<file path="config.mk">
export PLATFORM = sky130hd
export DESIGN_NAME = read_rw
export DESIGN_NICKNAME = d
export VERILOG_FILES = /design/src/rtl/read_rw.sv
export SDC_FILE = /design/constraint.sdc
export NUM_CORES = 1
export LEC_CHECK = 0
export CORE_AREA = 3 3 541 543
export DETAILED_ROUTE_END_ITERATION = 8
export DIE_AREA = 0 0 544 546
export PLACE_DENSITY_LB_ADDON = 0.25
export SLEW_MARGIN = 20
export SYNTH_ARGS = -nofsm -noshare
export SYNTH_HDL_FRONTEND = slang
export SYNTH_SLANG_ARGS = --single-unit
</file>
<file path="constraint.sdc">
create_clock -name clk -period 18 [get_ports clk]
set_input_delay 1.8 -clock clk [delete_from_list [all_inputs] [get_ports clk]]
set_output_delay 1.8 -clock clk [all_outputs]
set_load 0.1 [all_outputs]
</file>
<file path="src/rtl/read_rw.sv">
// read_rw: fetches each task's read-write object from the tile data array and forwards task+object in order.
// Optional READ_RW_STATS_EN adds free-running performance counters on the register bus.

package read_rw_pkg;
  localparam int unsigned ID_W       = 4;
  localparam int unsigned MAX_OBJ_W  = 512;
  localparam int unsigned REG_ADDR_W = 8;

  typedef logic [5:0]      cq_slice_slot_t;
  typedef logic [3:0]      thread_id_t;
  typedef logic [ID_W-1:0] id_t;

  typedef struct packed {
    logic [31:0] ts;
    logic [31:0] locale;
    logic [3:0]  ttype;
    logic [31:0] args;
  } task_t;

  typedef struct packed {
    task_t                task_desc;
    logic [MAX_OBJ_W-1:0] object;
    cq_slice_slot_t       cq_slot;
    thread_id_t           thread;
  } rw_write_t;

  typedef struct packed {
    logic                  wvalid;
    logic [REG_ADDR_W-1:0] waddr;
    logic [31:0]           wdata;
    logic                  arvalid;
    logic [REG_ADDR_W-1:0] araddr;
  } reg_bus_req_t;

  typedef struct packed {
    logic        rvalid;
    logic [31:0] rdata;
  } reg_bus_rsp_t;

  localparam logic [REG_ADDR_W-1:0] REG_CORE_START         = 8'h00;
  localparam logic [REG_ADDR_W-1:0] REG_RW_BASE_ADDR       = 8'h04;
  localparam logic [REG_ADDR_W-1:0] REG_CORE_DEBUG_WORD    = 8'h08;
  localparam logic [REG_ADDR_W-1:0] REG_DEBUG_CAPACITY     = 8'h0c;
  localparam logic [REG_ADDR_W-1:0] REG_TILE_ID            = 8'h10;
  localparam logic [REG_ADDR_W-1:0] REG_CYCLES_NO_TASK     = 8'h80;
  localparam logic [REG_ADDR_W-1:0] REG_CYCLES_TASK_ACC    = 8'h84;
  localparam logic [REG_ADDR_W-1:0] REG_CYCLES_STALL_FULL  = 8'h88;
  localparam logic [REG_ADDR_W-1:0] REG_CYCLES_STALL_AR    = 8'h8c;
  localparam logic [REG_ADDR_W-1:0] REG_CYCLES_STALL_OUT   = 8'h90;
endpackage

module read_rw
  import read_rw_pkg::*;
#(
  parameter int unsigned TILE_ID      = 0,
  parameter int unsigned LOG_DEPTH    = 2,
  parameter int unsigned LOG_RW_WIDTH = 2
) (
  input  logic           clk,
  input  logic           rst,
  input  logic           task_in_valid,
  output logic           task_in_ready,
  input  task_t          task_in,
  input  cq_slice_slot_t task_in_cq_slot,
  input  thread_id_t     task_in_thread,
  output logic           arvalid,
  input  logic           arready,
  output logic [31:0]    araddr,
  output id_t            arid,
  input  logic           rvalid,
  output logic           rready,
  input  logic [511:0]   rdata,
  input  id_t            rid,
  output logic           task_out_valid,
  input  logic           task_out_ready,
  output rw_write_t      task_out,
  input  reg_bus_req_t   reg_bus_req,
  output reg_bus_rsp_t   reg_bus_rsp
);

  localparam int unsigned DEPTH = 1 << LOG_DEPTH;
  localparam int unsigned PTR_W = LOG_DEPTH + 1;
  localparam int unsigned OBJ_W = 8 << LOG_RW_WIDTH;
  localparam int unsigned SEL_W = 6 - LOG_RW_WIDTH;

  task_t          ent_task   [DEPTH];
  cq_slice_slot_t ent_cq     [DEPTH];
  thread_id_t     ent_thread [DEPTH];
  logic [OBJ_W-1:0] ent_obj  [DEPTH];
  logic [DEPTH-1:0] ent_valid;
  logic [DEPTH-1:0] ent_done;

  logic [PTR_W-1:0] head_q, tail_q, head_n_c, tail_n_c;
  logic             full_q;
  logic             empty_c;
  logic [31:0]      base_rw_addr;
  logic             err_sticky;
  logic             started;

  logic [LOG_DEPTH-1:0] head_idx_c, tail_idx_c, rsp_idx_c;
  logic             accept_c, rsp_hit_c, out_load_c, rid_ok_c;
  logic [OBJ_W-1:0] rsp_obj_c;

  assign rready        = 1'b1;
  assign head_idx_c    = head_q[LOG_DEPTH-1:0];
  assign tail_idx_c    = tail_q[LOG_DEPTH-1:0];
  assign rsp_idx_c     = rid[LOG_DEPTH-1:0];
  assign empty_c       = (head_q == tail_q);
  assign task_in_ready = !rst && !full_q && (!arvalid || arready);
  assign accept_c      = task_in_valid && task_in_ready;
  assign rsp_hit_c     = rvalid && rid_ok_c && ent_valid[rsp_idx_c] && !ent_done[rsp_idx_c];
  assign out_load_c    = ent_valid[head_idx_c] && ent_done[head_idx_c] &&
                         (!task_out_valid || task_out_ready);
  assign tail_n_c      = tail_q + PTR_W'(accept_c);
  assign head_n_c      = head_q + PTR_W'(out_load_c);

  // Ids carry the ring index zero-extended; anything above it marks a stray beat.
  if (ID_W > LOG_DEPTH) begin : g_rid_hi
    assign rid_ok_c = (rid[ID_W-1:LOG_DEPTH] == '0);
  end else begin : g_rid_full
    assign rid_ok_c = 1'b1;
  end

  // Object lane select within the 64-byte line, keyed by the low locale bits.
  if (SEL_W == 0) begin : g_whole_line
    assign rsp_obj_c = rdata;
  end else begin : g_lane
    logic [SEL_W-1:0] word_sel_c;
    assign word_sel_c = ent_task[rsp_idx_c].locale[SEL_W-1:0];
    assign rsp_obj_c  = rdata[32'(word_sel_c) * OBJ_W +: OBJ_W];
  end

  // Ring payload storage; validity is tracked separately so no reset is needed here.
  always_ff @(posedge clk) begin
    if (accept_c) begin
      ent_task[tail_idx_c]   <= task_in;
      ent_cq[tail_idx_c]     <= task_in_cq_slot;
      ent_thread[tail_idx_c] <= task_in_thread;
    end
    if (rsp_hit_c) ent_obj[rsp_idx_c] <= rsp_obj_c;
  end

  // Ring control, read-address channel and output register.
  always_ff @(posedge clk or posedge rst) begin
    if (rst) begin
      head_q         <= '0;
      tail_q         <= '0;
      full_q         <= 1'b0;
      ent_valid      <= '0;
      ent_done       <= '0;
      arvalid        <= 1'b0;
      araddr         <= '0;
      arid           <= '0;
      task_out_valid <= 1'b0;
      task_out       <= '0;
      err_sticky     <= 1'b0;
    end else begin
      if (accept_c) begin
        ent_valid[tail_idx_c] <= 1'b1;
        ent_done[tail_idx_c]  <= 1'b0;
        arvalid               <= 1'b1;
        araddr                <= base_rw_addr + (task_in.locale << LOG_RW_WIDTH);
        arid                  <= ID_W'(tail_idx_c);
      end else if (arready) begin
        arvalid <= 1'b0;
      end

      if (rsp_hit_c) ent_done[rsp_idx_c] <= 1'b1;
      else if (rvalid) err_sticky <= 1'b1;

      if (out_load_c) begin
        ent_valid[head_idx_c] <= 1'b0;
        task_out_valid        <= 1'b1;
        task_out.task_desc    <= ent_task[head_idx_c];
        task_out.object       <= MAX_OBJ_W'(ent_obj[head_idx_c]);
        task_out.cq_slot      <= ent_cq[head_idx_c];
        task_out.thread       <= ent_thread[head_idx_c];
      end else if (task_out_ready) begin
        task_out_valid <= 1'b0;
      end

      head_q <= head_n_c;
      tail_q <= tail_n_c;
      full_q <= (head_n_c[LOG_DEPTH] != tail_n_c[LOG_DEPTH]) &&
                (head_n_c[LOG_DEPTH-1:0] == tail_n_c[LOG_DEPTH-1:0]);
    end
  end

`ifdef READ_RW_STATS_EN
  logic [31:0] cyc_no_task, cyc_task_acc, cyc_stall_full, cyc_stall_ar, cyc_stall_out;

  always_ff @(posedge clk or posedge rst) begin
    if (rst) begin
      cyc_no_task    <= '0;
      cyc_task_acc   <= '0;
      cyc_stall_full <= '0;
      cyc_stall_ar   <= '0;
      cyc_stall_out  <= '0;
    end else if (started) begin
      if (!task_in_valid)                     cyc_no_task    <= cyc_no_task + 32'd1;
      if (accept_c)                           cyc_task_acc   <= cyc_task_acc + 32'd1;
      if (task_in_valid && full_q)            cyc_stall_full <= cyc_stall_full + 32'd1;
      if (arvalid && !arready)                cyc_stall_ar   <= cyc_stall_ar + 32'd1;
      if (task_out_valid && !task_out_ready)  cyc_stall_out  <= cyc_stall_out + 32'd1;
    end
  end
`endif

  logic unused_bits_c;
`ifdef READ_RW_STATS_EN
  assign unused_bits_c = ^reg_bus_req.wdata[31:30];
`else
  assign unused_bits_c = ^{reg_bus_req.wdata[31:30], started};
`endif

  // Configuration writes and one-cycle registered reads.
  always_ff @(posedge clk or posedge rst) begin
    if (rst) begin
      base_rw_addr <= '0;
      started      <= 1'b0;
      reg_bus_rsp  <= '0;
    end else begin
      if (reg_bus_req.wvalid) begin
        if (reg_bus_req.waddr == REG_RW_BASE_ADDR) base_rw_addr <= {reg_bus_req.wdata[29:0], 2'b00};
        if (reg_bus_req.waddr == REG_CORE_START)   started      <= reg_bus_req.wdata[0];
      end
      reg_bus_rsp.rvalid <= reg_bus_req.arvalid;
      if (reg_bus_req.arvalid) begin
        case (reg_bus_req.araddr)
          REG_CORE_DEBUG_WORD: reg_bus_rsp.rdata <= 32'({err_sticky, full_q, empty_c, arvalid,
                                                         arready, rvalid, task_in_valid,
                                                         task_in_ready, task_out_valid,
                                                         task_out_ready});
          REG_DEBUG_CAPACITY:  reg_bus_rsp.rdata <= 32'(PTR_W'(tail_q - head_q));
          REG_RW_BASE_ADDR:    reg_bus_rsp.rdata <= base_rw_addr;
          REG_TILE_ID:         reg_bus_rsp.rdata <= 32'(TILE_ID);
`ifdef READ_RW_STATS_EN
          REG_CYCLES_NO_TASK:    reg_bus_rsp.rdata <= cyc_no_task;
          REG_CYCLES_TASK_ACC:   reg_bus_rsp.rdata <= cyc_task_acc;
          REG_CYCLES_STALL_FULL: reg_bus_rsp.rdata <= cyc_stall_full;
          REG_CYCLES_STALL_AR:   reg_bus_rsp.rdata <= cyc_stall_ar;
          REG_CYCLES_STALL_OUT:  reg_bus_rsp.rdata <= cyc_stall_out;
`endif
          default:             reg_bus_rsp.rdata <= '0;
        endcase
      end
    end
  end

endmodule
</file>
# After elaboration in Yosys (flattened, before gate mapping)
# Memories as Yosys holds them, arrays and structs flattened. A register that Yosys moved wholly into a read port is not among the register bits.
# Cells that the tools add are included.
[word_totals]
mem_bits_rw = 568
inputBits = 682
wordCells = 93
register_bits = 115
out_inout_bits = 695
n_memories = 4
[classes]
n_reduce_logical = 24
n_addsub = 4
bitwise_logic = 7
shifts = 1
n_eq_ne = 7
muxes = 27
magnitude_cmp = 6
[mem_list]
columns = ["memory", "depth", "word_bits", "read_ports", "rd_ports_with_merged_regs", "write_ports", "line", "rtl"]
rows = [
  ["ent_task", 4, 100, 2, 1, 1, "86", "task_t ent_task [DEPTH];"],
  ["ent_obj", 4, 32, 1, 1, 1, "89", "logic [OBJ_W-1:0] ent_obj [DEPTH];"],
  ["ent_cq", 4, 6, 1, 1, 1, "87", "cq_slice_slot_t ent_cq [DEPTH];"],
  ["ent_thread", 4, 4, 1, 1, 1, "88", "thread_id_t ent_thread [DEPTH];"],
]
[ops]
columns = ["op", "n"]
rows = [
  ["512-bit by 10-bit indexed part select with 32-bit output", 1],
  ["32-bit case mux with 3 select lines", 1],
  ["32-bit adder", 1],
  ["8-bit by 3-bit == test with 1-bit output, second input constant", 2],
  ["8-bit by 4-bit == test with 1-bit output, second input constant", 2],
  ["4-bit 2-to-1 mux", 4],
  ["1-bit 2-to-1 mux", 15],
  ["1-bit logical AND", 12],
  ["2-bit by 3-bit < comparator with 1-bit output, second input constant", 3],
  ["4-bit bitwise AND", 2],
  ["1-bit binary-select mux with 2-bit select", 4],
  ["4-bit NOT", 2],
  ["4-bit OR", 2],
  ["3-bit by 1-bit adder with 3-bit output", 2],
  ["1-bit demux with 2-bit select", 3],
  ["2-bit by 1-bit greater-or-equal comparator with 1-bit output, second input constant", 3],
  ["1-bit zero test", 5],
  ["2-bit AND reduction", 2],
  ["2-bit nonzero test", 2],
  ["3-bit == test", 1],
  ["3-bit subtractor", 1],
  ["2-bit == test", 1],
  ["2-bit zero test", 1],
  ["1-bit logical OR", 2],
  ["2 further kinds", 2],
]

# Longest topological paths before layout
# Gate-level depths: netlist (run 1).
[logic_depth]
depth_word = 9
ltp_mapped = 11
mapped_depth_nobuf = 10

# Worst setup path after synthesis (run 1)
# Ideal clock, no wire load.
[synth_timing]
kind = "input-to-reg"
start = "input rst"
end = "register ent_valid[3]"
path_stages = 6
path_slack_ns = 7.758
arrival_time_ns = 10.158
required_ns = 17.916
path_cell_list = "nor3_1 nand2_1 inv_1 nand2_1 nor2_1 o22a_1"
[synth_between]
elab_chain_len = 7
[synth_lines]
columns = ["element", "line", "rtl"]
rows = [
  ["start, declared", "60", "input logic rst,"],
  ["1-bit zero test (no source line) *", "--", ""],
  ["1-bit logical AND * (2 in a row)", "109", "assign task_in_ready = !rst && !full_q && (!arvalid || arready);"],
  ["1-bit logical AND *", "110", "assign accept_c = task_in_valid && task_in_ready;"],
  ["4-bit 2-to-1 mux *", "158", "if (accept_c) begin"],
  ["4-bit bitwise AND (no source line)", "--", ""],
  ["4-bit 2-to-1 mux *", "171", "if (out_load_c) begin"],
  ["end signal, assigned", "149", "ent_valid <= '0;"],
  ["end signal, assigned by index", "159", "ent_valid[tail_idx_c] <= 1'b1;"],
  ["end signal, assigned by index", "172", "ent_valid[head_idx_c] <= 1'b0;"],
  ["end, declared", "90", "logic [DEPTH-1:0] ent_valid;"],
]
# Mark *: on every way between the ends. The rest lies on a longest branch, timed or not.
# A chain may end at the register's enable or synchronous reset.

# Worst setup path after layout (run 1)
[layout_timing]
start = "input rid[0]"
end = "memory ent_obj[1][1] in the netlist's numbering (data pin)"
[layout_between]
elab_chain_len = 2
[layout_lines]
columns = ["element", "line", "rtl"]
rows = [
  ["start, declared", "73", "input id_t rid,"],
  ["memory read 4 x 100 bit", "--", ""],
  ["512-bit by 10-bit indexed part select with 32-bit output", "130", "assign rsp_obj_c = rdata[32'(word_sel_c) * OBJ_W +: OBJ_W];"],
  ["named net rsp_obj_c[1]", "102", "logic [OBJ_W-1:0] rsp_obj_c;"],
  ["end, declared", "89", ""],
]
# The timed path passes the listed nets, and every way through them passes these cells.

==> results_dict.tcl, run 1 <==
set metrics [dict create \
    firstDrtPassIters 5 \
    cts-root-buf "clkbuf_16" \
    worstMarginPinSlew_ns 1.18 \
    syn_avg_cell_area_um2 15.8 \
    grt-ovfl-total 0 \
    initial_core_util_pct 13.8 \
    ant_nets 0 \
    post-cts-setup-buffers 0 \
    slew_headroom_pct 21.4 \
    clock.fmax_mhz 150 \
    cts_tree "built" \
    netlist_instances 2504 \
    grt_max_degree 105 \
    die_h_um 546 \
    mostFrequentLayoutCell "clkdlybuf4s50_1" \
    hold_viol 0 \
    drive_gt1_share_pct 20.3 \
    track_usage_pct 9.95 \
    setup_viol 0 \
    netlist-cell-type-count 61 \
    netlist_area_um2 39700 \
    leakage_nw 19.3 \
    final.min_clock_period_ns 6.66 \
    portBuffers 889 \
    async_flop_share_pct 31.0 \
    h-tree-depth 3 \
    fp.dieW_um 544 \
    cts_made_buffers 100 \
    ir_drop_uv 124 \
    core_region_area_um2 288000 \
    critical_path_class "primary input to flip-flop" \
    ys_warn_count 0 \
    ys_seq_elements 823 \
    worst_slack_ns 11.34 \
    drtIter0Drc 1466 \
    grt_pass1_wl_mm 208 \
    worst_ep_required_time_ns 18.43 \
    hpwl_mm 118 \
    cap_violations 0 \
    clk_path_buf_depth 3 \
    finalCritPeriodShare_pct 37.0 \
    num_vias 24000 \
    cp_max_fo 40 \
    clk_pin_slew_ns 0.06 \
    p_per_area_nw_per_um2 158 \
    status "finished, final reports clean" \
    synth_edf_count 568 \
    drc 0 \
    synth-main-ff-cell "edfxtp_1" \
    finalClockSkew_ns 0.0811 \
    antenna_found_initial 30 \
    pre_cts_ws_ns 10.24 \
    cts_resized 0 \
    ys_seq_area_share_pct 59.1 \
    endpoint_kind "flip-flop" \
    area_growth_pct 37.7 \
    slew_viol_final 0 \
    hold_class "flip-flop to flip-flop" \
    viasPerCell 3.29 \
    cp.arrival_ns 7.09 \
    fin_nets 4124 \
    placed_cells 7084 \
    dieArea_um2 297000 \
    fp-row-count 197 \
    place_congestion 0.847 \
    postCtsHoldBufs 0 \
    grt_pass1_vias 24800 \
    cts_sinks 823 \
    routed_wl_mm 154 \
    wl_per_cell_um 21.1 \
    ios 1377 \
    clkLatencyLatePin_ns 0.73 \
    fin_cells 7293 \
    critPathLaunchType "primary input" \
    final_cell_mix "clkdlybuf4s50_1 (840), edfxtp_1 (568), conb_1 (485)" \
    timing.setup.tns_ns 0 \
    rsz0062_at_grt "false" \
]
## flip-flops by register name, summed over array words and instances (netlist names)
name / flops
err_sticky: 1
reg_bus_rsp: 33
ent_thread: 16
task_out_valid: 1
ent_valid: 4
arvalid: 1
ent_done: 4
base_rw_addr: 30
arid: 2
ent_cq: 24
tail_q: 3
task_out: 142
full_q: 1
ent_task: 400
head_q: 3
ent_obj: 128
araddr: 30
## logic make-up (layout without fill, tap and decap cells)
group                      count (synthesis)  in the layout  synth area share (%)
other                                      2            504                0.0189
AOI/OAI and AO/OA                        251            251                  3.97
buffers and inverters                    662           1168                  11.1
adders and majority gates                 37             37                  1.20
and+or+nand+nor                          218            218                  2.66
muxes                                    484            484                  21.4
DFF                                      823            823                  59.1
xor gates and xnor gates                  27             27                 0.596
## critical path, cell delays in order
cell and delay [ns]:
clkdlybuf4s50_1 0.97, mux4_4 0.83, buf_4 0.59, buf_4 0.69, buf_4 0.74, mux4_2 0.61
a211oi_1 0.47, a21oi_1 0.17
## synth_stat cells (9+ instances only)
cell type	count	share of area [%]
a211oi_1	38	0.72
a21o_1	13	0.25
a21oi_1	63	0.79
a31oi_1	9	0.14
buf_1	20	0.19
buf_2	16	0.20
buf_4	494	9.3
clkbuf_1	77	0.73
dfrtp_1	255	16
edfxtp_1	568	43
ha_1	35	1.1
inv_1	51	0.48
mux2_2	174	4.9
mux2i_1	36	0.91
mux4_2	274	16
nand2_1	95	0.90
nand3_1	17	0.21
nor2_1	26	0.25
nor2b_1	38	0.60
nor3_1	9	0.11
o21ai_0	73	0.92
xor2_1	20	0.44
## where the power goes
group	switching [mW]	leakage [nW]	internal (mW)
combinational	2.87	9.36	1.13
sequential	0.194	8.28	2.37
clock	0.865	1.65	1.20
## layer usage
layer / up-vias / wire length, um / GRT usage [%]
li1: 10400 / - / -
met1: 12400 / 63200 / 12.4
met3: 204 / 12200 / 3.02
met2: 937 / 73300 / 16.2
met4: 8 / 5270 / 3.68
met5: - / 54 / 0
## stage by stage
stage | hold WS [ns] | util (%) | total power, mW | instance area (um^2)
floorplan | 0.429 | - | 5.55 | 41500
global placement | 0.456 | 17.8 | 6.70 | 51200
detailed placement | 0.450 | 17.8 | 6.71 | 51200
CTS | 0.463 | 18.9 | 8.84 | 54600
global route | 0.501 | 19.0 | 9.06 | 54600
finish | 0.458 | 19.0 | 8.63 | 54600
## worst paths after layout
kind	from	end	slack (ns)	cells after the start
setup / recovery	rid[0]	ent_obj[1][1]$_DFFE_PP_	11.34	8
hold / removal	err_sticky$_DFFE_PP0P_	err_sticky$_DFFE_PP0P_	0.46	1
max in group asynchronous	rst	task_out[531]$_DFFE_PP0N_	14.35	4
min in group asynchronous	rst	reg_bus_rsp[7]$_DFFE_PP0P_	1.74	2
setup reg to reg	ent_task[3][36]$_DFFE_PP_	ent_obj[1][1]$_DFFE_PP_	13.29	7
hold reg to reg	err_sticky$_DFFE_PP0P_	err_sticky$_DFFE_PP0P_	0.46	1
## area by class of cell
class / count / area [um^2]
inverter: 51 / 204
antenna: 19 / 47.5
clock inverter: 65 / 721
tap: 3781 / 4730
sequential: 823 / 23400
clock buffer: 125 / 2680
fill: 31000 / 234000
multi-input combinational: 1502 / 13700
timing repair buffer: 927 / 9060
No activity file was read; power rests on OpenSTA's default activity.
==> inputs of run 2 (changes only) <==
==> constraint.sdc (replaced) <==
create_clock -name clk -period 5.6 [get_ports clk]
set_input_delay 0.56 -clock clk [delete_from_list [all_inputs] [get_ports clk]]
set_output_delay 0.56 -clock clk [all_outputs]
set_load 0.1 [all_outputs]
==> run 2 against run 1 <==
Critical path depth fell by 2. Sequential power rose to 3.2 times the previous value. Total power rose to 3.2 times the previous value. Non-clock buffer count rose by 17. Final cell count rose by 0.26%. First-iteration DRC count fell by 9.7%. Setup slack got worse by 9.4 ns. Cell area rose by 0.66%. Clock power rose to 3.2 times the previous value. Global-route usage rose by 0.24 points. Sequential share of layout area fell by 0.28 points. Combinational power rose to 3.3 times the previous value. Largest cell class unchanged. Highest routed layer unchanged.
==> results_dict.tcl, run 2 (synthesized netlist as in run 1, its figures left out) <==
set metrics [dict create \
    ios 1377 \
    path_cells "clkdlybuf4s50_1, mux4_4, mux4_2, nor2b_1, a211oi_1, a21oi_1" \
    worst_ep_required_time_ns 5.97 \
    clock.fmax_mhz 270 \
    slew_viol_final 0 \
    p_seq_share_pct 29.5 \
    finalClockSkew_ns 0.0580 \
    drtIter0Drc 1324 \
    clkLatencyLatePin_ns 0.74 \
    endpoint_kind "flip-flop" \
    mostFrequentLayoutCell "clkdlybuf4s50_1" \
    stdcell_area_um2 55000 \
    cts_tree "built" \
    die_h_um 546 \
    fin_nets 4143 \
    cp_max_fo 32 \
    critical_path_class "primary input to flip-flop" \
    drive_gt1_share_pct 21.0 \
    drc 0 \
    ir_drop_uv 344 \
    viasPerCell 3.32 \
    rsz0062_at_grt "false" \
    grt-ovfl-total 0 \
    ant_nets 0 \
    p_per_area_nw_per_um2 508 \
    crit_family "multiplexers" \
    power.share.switching_pct 45.5 \
    setup_viol 0 \
    p_switching_mw 12.7 \
    placed_area_um2 51500 \
    cts_resized 0 \
    fp.dieW_um 544 \
    clk_pin_slew_ns 0.06 \
    top_regs "ent_task x400, task_out x142, ent_obj x128" \
    cts_made_buffers 102 \
    num_vias 24300 \
    cts_sinks 823 \
    cp_num_buf_inv 1 \
    critPathSlowestCell "mux4_4" \
    track_usage_pct 10.2 \
    area_growth_pct 38.6 \
    cap_violations 0 \
    slew_headroom_pct 21.5 \
    leakage_nw 19.5 \
    clk_path_buf_depth 3 \
    antenna_found_initial 38 \
    routed_wl_mm 157 \
    grt_pass1_vias 25300 \
    portBuffers 889 \
    grt_max_degree 106 \
    hold_class "primary input to async pin" \
    dieArea_um2 297000 \
    p_total_mw 27.9 \
    cts-root-buf "clkbuf_16" \
    initial_core_util_pct 13.8 \
    core_region_area_um2 288000 \
    final.min_clock_period_ns 3.70 \
    intPower_mw 15.2 \
    postCtsHoldBufs 0 \
    comb_power_share_pct 46.6 \
    worstMarginPinSlew_ns 1.17 \
    timing.setup.tns_ns 0 \
    fp-row-count 197 \
    cp.arrival_ns 4.07 \
    clockPowerShare_pct 24.0 \
    fin_cells 7312 \
    post-cts-setup-buffers 0 \
    grt_pass1_wl_mm 213 \
    largest_reg_flops 400 \
    place_congestion 0.845 \
    firstDrtPassIters 5 \
    reg2reg_slack_ns 2.35 \
    final_cell_mix "clkdlybuf4s50_1 (832), edfxtp_1 (568), conb_1 (485)" \
    critPathLaunchType "primary input" \
    regMostFlops "ent_task" \
    status "finished, final reports clean" \
    hpwl_mm 120 \
    holdWs_ns 0.259 \
    worst_path_largest_cell_delay_ns 1.06 \
    hold_viol 0 \
    wl_per_cell_um 21.5 \
    finalCritPeriodShare_pct 66.1 \
    placed_cells 7101 \
    h-tree-depth 3 \
]
[run 2: layout make-up]
class	instances	area, um^2
flip-flops and latches	823	23400
clock buffers	125	2700
fillers	31000	233000
clock inverters	68	742
repair buffers	944	9380
well taps	3781	4730
inverters	51	199
multi-input cells	1502	13700
diodes	18	45.0
[run 2: worst paths after layout]
path	startpoint	to	cells after the start
worst max-delay path	rid[0]	ent_obj[1][17]$_DFFE_PP_	6
worst min-delay path	rst	base_rw_addr[22]$_DFFE_PP0P_	2
worst max register to register	ent_task[0][36]$_DFFE_PP_	ent_obj[1][17]$_DFFE_PP_	5
worst min register to register	err_sticky$_DFFE_PP0P_	err_sticky$_DFFE_PP0P_	1
min in group clk	reg_bus_req[24]	base_rw_addr[17]$_DFFE_PP0P_	2
max in group asynchronous	rst	task_out[41]$_DFFE_PP0N_	3
[run 2: stage by stage]
| stage | setup WS, ns | util, % |
|---|---|---|
| global route | 1.74 | 19.1 |
| floorplan | 0.422 | - |
| global placement | 1.05 | 17.9 |
| detailed placement | 1.06 | 17.9 |
| CTS | 1.86 | 19.1 |
| finish | 1.90 | 19.1 |
[run 2: power by group through the flow]
stage	Clock, mW	Combinational, mW	Sequential, mW
detailed placement	0	13.3	8.38
finish	6.69	13.0	8.22
global route	7.22	13.7	8.36
CTS	6.98	13.3	8.26
global placement	0	13.3	8.34
floorplan	0	5.33	12.5
[run 2: metal layers]
metal  wire length (um)  vias to the layer above  GRT usage (%)
li1                   -                    10500              -
met1              64900                    12600           12.6
met2              74500                      920           16.7
met3              13100                      207           3.44
met4               4690                       20           3.16
met5                135                        -              0
[run 2: worst reg2reg max path, delay by kind of cell (launching register included)]
| kind | cells | cell delay (ns) |
|---|---|---|
| compound gates | 2 | 0.78 |
| flops | 1 | 0.38 |
| mux | 2 | 1.65 |
| simple gates | 1 | 0.14 |
